`src/rtl/ft232h_sync_fifo.sv`:
```
// Show-ahead synchronous FIFO with occupancy count and next-state count.
// The head reads as zero while the FIFO is empty so the bus idles at 0.
module ft232h_sync_fifo #(
  parameter int DEPTH_LOG2 = 4,
  parameter int WIDTH      = 8
) (
  input  logic                  clock,
  input  logic                  rst,
  input  logic                  push,
  input  logic [WIDTH-1:0]      push_data,
  input  logic                  pop,
  output logic [WIDTH-1:0]      head,
  output logic [DEPTH_LOG2:0]   count,
  output logic [DEPTH_LOG2:0]   count_next
);

  localparam int DEPTH = 1 << DEPTH_LOG2;
  localparam logic [DEPTH_LOG2:0] FULL_COUNT = {1'b1, {DEPTH_LOG2{1'b0}}};

  logic [WIDTH-1:0]      mem [0:DEPTH-1];
  logic [DEPTH_LOG2-1:0] wr_ptr;
  logic [DEPTH_LOG2-1:0] rd_ptr;
  logic                  empty;
  logic                  full;
  logic                  do_push;
  logic                  do_pop;

  assign empty   = (count == '0);
  assign full    = (count == FULL_COUNT);
  assign do_pop  = pop & ~empty;
  // A push into a full FIFO is only accepted when a pop frees a slot on the same edge.
  assign do_push = push & (~full | do_pop);
  assign head    = empty ? '0 : mem[rd_ptr];

  // Next occupancy: unchanged when push and pop coincide.
  always_comb begin
    count_next = count;
    if (do_push && !do_pop) begin
      count_next = count + 1'b1;
    end else if (!do_push && do_pop) begin
      count_next = count - 1'b1;
    end
  end

  // Storage array; contents need no reset because the count gates visibility.
  always_ff @(posedge clock) begin
    if (do_push) begin
      mem[wr_ptr] <= push_data;
    end
  end

  // Pointers wrap naturally at the power-of-two depth.
  always_ff @(posedge clock) begin
    if (rst) begin
      wr_ptr <= '0;
      rd_ptr <= '0;
      count  <= '0;
    end else begin
      if (do_push) begin
        wr_ptr <= wr_ptr + 1'b1;
      end
      if (do_pop) begin
        rd_ptr <= rd_ptr + 1'b1;
      end
      count <= count_next;
    end
  end

endmodule

```
`config.mk`:
```
export PLATFORM = sky130hd
export DESIGN_NAME = ft232h_sync_fifo
export DESIGN_NICKNAME = d
export VERILOG_FILES = /design/src/rtl/ft232h_sync_fifo.sv
export SDC_FILE = /design/constraint.sdc
export NUM_CORES = 1
export LEC_CHECK = 0
export ABC_AREA = 1
export BUFFER_PORTS_ARGS = -buffer_cell sky130_fd_sc_hd__buf_2
export CAP_MARGIN = 20
export CORE_MARGIN = 2
export CORE_UTILIZATION = 50
export DETAILED_ROUTE_END_ITERATION = 12
export GPL_TIMING_DRIVEN = 0
export PLACE_DENSITY_LB_ADDON = 0.25
export REMOVE_ABC_BUFFERS = 1
export SLEW_MARGIN = 5
export SYNTH_ARGS = -nofsm -noshare
export SYNTH_HDL_FRONTEND = slang
export SYNTH_SLANG_ARGS = --single-unit
```
`constraint.sdc`:
```
create_clock -name clock -period 4.1 [get_ports clock]
set_clock_uncertainty 0.1 [all_clocks]
set_input_delay 0 -clock clock [delete_from_list [all_inputs] [get_ports clock]]
set_output_delay 0 -clock clock [all_outputs]
set_load 0.02 [all_outputs]
```
---- Word level (Yosys, flattened, before mapping) ----
Memory sizes are Yosys's and may differ from the RTL's. A register that Yosys moved wholly into a read port is not among the register bits.
Cells that the tools add are included.
operators by class
  bitwise logic cells ..................... 5
  mux-type cells .......................... 7
  $add $sub $neg .......................... 4
  eq/ne operators ......................... 1
  reductions and logical operators ........ 5
operators with widths
  operator               number
  $mux W5                2
  $add A4 B1 Y4 const B  2
  $mux W4                2
  $mux W8                1
  $add A5 B1 Y5 const B  1
  $eq A5 B5 Y1 const B   1
  $logic_not A5 Y1       1
  $sub A5 B1 Y5 const B  1
  $and A1 B1 Y1          2
  $logic_and A1 B1 Y1    2
  $logic_not A1 Y1       2
  $mux W1                2
  $not A1 Y1             2
  $or A1 B1 Y1           1
storage, ports and cells
  bits in writable memories ............... 128
  memories kept ........................... 1
  output and inout port bits .............. 18
  register bits after elaboration ......... 13
memory list
  name  depth  width  rd ports  clocked after memory_dff  write ports  RTL line  source
  mem   16     8      1         1                         1            20        logic [WIDTH-1:0] mem [0:DEPTH-1];

---- Depth between registers and ports, before layout ----
  depth in word-level cells ............... 9
  mapped depth ............................ 9

---- Worst setup path before layout ----
No wires, ideal clock.
  path type ............................... flip-flop to flip-flop
  start point ............................. register count[0]
  end point ............................... memory mem[11][0], enable pin
  data required time ...................... 3.630 ns
  clock period less this slack ............ 2.204 ns
  path buffers ............................ 0
  data arrival time ....................... 1.734 ns
  stages on the path, launching flop included .. 8
  setup slack ............................. 1.896 ns
  path through ............................ dfxtp_1 -> inv_1 -> ha_1 -> nand3_4 -> nor2_4 -> nor2_4 -> nand2_1 -> nor2_1
between the ends
  cells in the longest elaborated chain, start to end .. 7
ends and longest elaborated chain
  element                            RTL line  source
  start, declared                    13        output logic [DEPTH_LOG2:0] count,
  start signal, assigned             65        count <= count_next;
  $logic_not A5 Y1                   28        assign empty = (count == '0);
  $not A1 Y1                         30        assign do_pop = pop & ~empty;
  $and A1 B1 Y1                      30
  $or A1 B1 Y1 (*)                   32        assign do_push = push & (~full | do_pop);
  $and A1 B1 Y1 (*)                  32
  $mux W1 (*)                        47        if (do_push) begin
  $mux W1 (not written as such) (*)  48        mem[wr_ptr] <= push_data;
  end, declared                      20
Mark *: on every way between the ends. The rest lies on a longest branch, timed or not.

==> impl_metrics.toml <==
[outcome]
status = "completed"

[clocking]
cts_buffers = 17
clk_latency_ps = 410
clock_sinks = 145
path_clk_slew_ps = 60
tritoncts = "done"
cts_setup_buffers = 0
holdBufCountCts = 12
cts_buffer_depth = 2
cts-root-buf = "clkbuf_16"
htreeDepth = 4
cts_resized = 0

[yosys]
muxShareOfSynthArea_pct = 0
syn_area_um2 = 6145
synth-seq-cells = 145
synth_edf_count = 128
yosysUniqueCellTypes = 27
ys.flop_type = "edfxtp_1"
synthCells = 568
synth.avg_cell_area_um2 = 10.82
synth_xor_xnor_area_share_pct = 0.7127
yosys.area_share.simple_pct = 24.54
ys_warn_count = 0
yosysSeqAreaShare_pct = 68.09
synth_fa_ha_area_share_pct = 1.425
synth_top_family_by_area = "simple AND/OR/NAND/NOR gates"
synth_compound_area_share_pct = 1.853
async_reset_ff_share_pct = 0

[timing]
rsz0062_at_grt = "false"
max_freq_ghz = 0.3294
finalSetupViolations = 0
hold_viol_final = 0
period_share_pct = 74.04
setup_tns_ps = 0
setup_ws_ps = 1064
drv_slew = 0
fin_crit_ps = 3036
slew_headroom_pct = 42.67
tightestPinTransition_ps = 858.8

[global_routing]
gr-total-overflow = 0
grt_max_degree = 65
antenna_found_initial = 0
grt_use_total_pct = 21.29
grt_first_pass_wirelength_um = 20690
grt_pass1_vias = 4032

[layout]
antenna_cells = 0
drive_above_1_share_pct = 11.65
nets = 624
area_growth_pct = 16.68
final_cells = 765
num-fill-cells = 959

[detailed_routing]
vias = 4222
drtPass1Iterations = 5
wl_met3_um = 896
wl_met2_um = 6428
vias_per_cell = 5.519
route.detailed.drc = 0
drt-initial-drc-count = 496
top_layer = "met4"
wl_met1_um = 5447
drtAntennaViolNets = 0
wl_per_cell_um = 17.22
drt-total-wl_um = 13170

[hold_path]
min_path_type = "in2reg"
min_from = "rst"
whs_path_depth = 3
min_to = "count[2]"

[placement]
placedCellCount = 720
place.port_buffers = 29
post-place-ws_ps = 1564
place.gp.congestion = 0.8249
dp_hpwl_um = 7902

[die]
core.rowCount = 40
die_w_um = 114.9
floorplan.initialDensity_pct = 51.16
io_pins = 30
dieArea_um2 = 13190
dieHeight_um = 114.9
core_area_um2 = 12010

[setup_path]
worst_r2r_startpoint = "count[0]"
rr_worst_depth = 7
arrival_ps = 2940
required_ps = 4000
reg2reg_slack_ps = 1570
crit_type = "reg2out"
critPathLaunchType = "register"
r2r_end = "mem[7][4]"
cp-end-kind = "output port"
crit_fanout = 22

[power]
p_leak_nw = 2.719
powerDensity_nw_per_um2 = 520.9
ir_worst_vdd_v = 0.0003107
p_total_mw = 3.735

[run]
max-cap-violations = 0
[sequential cells by signal, summed over array words and instances (netlist names), named ones only]
name    count
rd_ptr      4
mem       128
count       5
wr_ptr      4
[cell type report]
class                   instances  area, um^2  area share, %
repair buffers                 45       362.8          5.061
flip-flops and latches        145        4185          58.38
inverters                      22       82.58          1.152
clock buffers                  26       564.3          7.871
well taps                     147       183.9          2.565
multi-input cells             374        1753          24.45
clock inverters                 6       37.54         0.5236
[cell families after synthesis]
group | count (synthesis)
simple gates | 340
compound gates | 22
xor+xnor | 5
flops | 145
fa+ha+maj | 7
buf+inv | 49
[placed cells by master (no fill, tap or decap), types with 2 or more instances in the layout]
| cell | count |
|---|---|
| nand2_1 | 200 |
| edfxtp_1 | 128 |
| nand3_1 | 107 |
| buf_2 | 29 |
| clkbuf_16 | 21 |
| inv_1 | 20 |
| nor2_1 | 19 |
| a21oi_1 | 19 |
| dfxtp_1 | 16 |
| dlygate4sd3_1 | 12 |
| ha_1 | 7 |
| xor2_1 | 4 |
| nor2_4 | 3 |
| nand3_4 | 3 |
| nand4_1 | 3 |
| clkbuf_1 | 3 |
| clkinv_2 | 3 |
| buf_16 | 3 |
| o21ai_0 | 2 |
| clkbuf_8 | 2 |
[worst max path at each step]
stage,endpoint,cells past startpoint,slack [ps]
floorplan,head[0],7,1450
global placement,head[7],8,-40
detailed placement,head[2],8,1560
CTS,head[2],8,1060
global route,head[2],9,970
finish,head[2],9,1060
[critical path, stage by stage (launching register included)]
cell	delay, ps
dfxtp_1	880
buf_8	250
inv_1	230
buf_16	250
nand3_1	100
nand3_1	130
nand2_1	170
nand2_1	70
a21oi_1	220
buf_2	210
[cell usage after synthesis (2+ instances only)]
| master | number | share of area, % |
|---|---|---|
| edfxtp_1 | 128 | 63 |
| clkbuf_1 | 11 | 0.67 |
| nand3_1 | 107 | 8.7 |
| nand2_1 | 200 | 12 |
| nor2_4 | 3 | 0.55 |
| nand4_1 | 3 | 0.31 |
| o21ai_0 | 2 | 0.16 |
| xor2_1 | 4 | 0.57 |
| ha_1 | 7 | 1.4 |
| buf_2 | 12 | 0.98 |
| a21oi_1 | 19 | 1.5 |
| nand3_4 | 3 | 0.86 |
| buf_1 | 2 | 0.12 |
| inv_1 | 20 | 1.2 |
| dfxtp_1 | 17 | 5.5 |
| nor2_1 | 19 | 1.2 |
[stage by stage]
step           util, %  hold WS, ps  cell area, um^2
3_3_place_gp     52.85        249.7             6349
4_1_cts          59.46        380.4             7142
3_5_place_dp     53.45        259.6             6420
5_1_grt          59.69        423.2             7169
6_report         59.69        394.1             7169
2_1_floorplan        -       -30.93             6020
[report_power, final]
group | switching [mW] | leakage (nW) | internal, mW
registers | 0.0489 | 1.30 | 1.63
clock network | 0.564 | 0.297 | 0.949
logic | 0.357 | 1.13 | 0.182
[per-layer routing]
metal / vias up / track usage (%)
met1: 1997 / 26.77
li1: 2031 / -
met3: 34 / 4.375
met5: - / 0
met4: 0 / 9.398
met2: 160 / 35.88
Power figures use the tool's default switching activity.
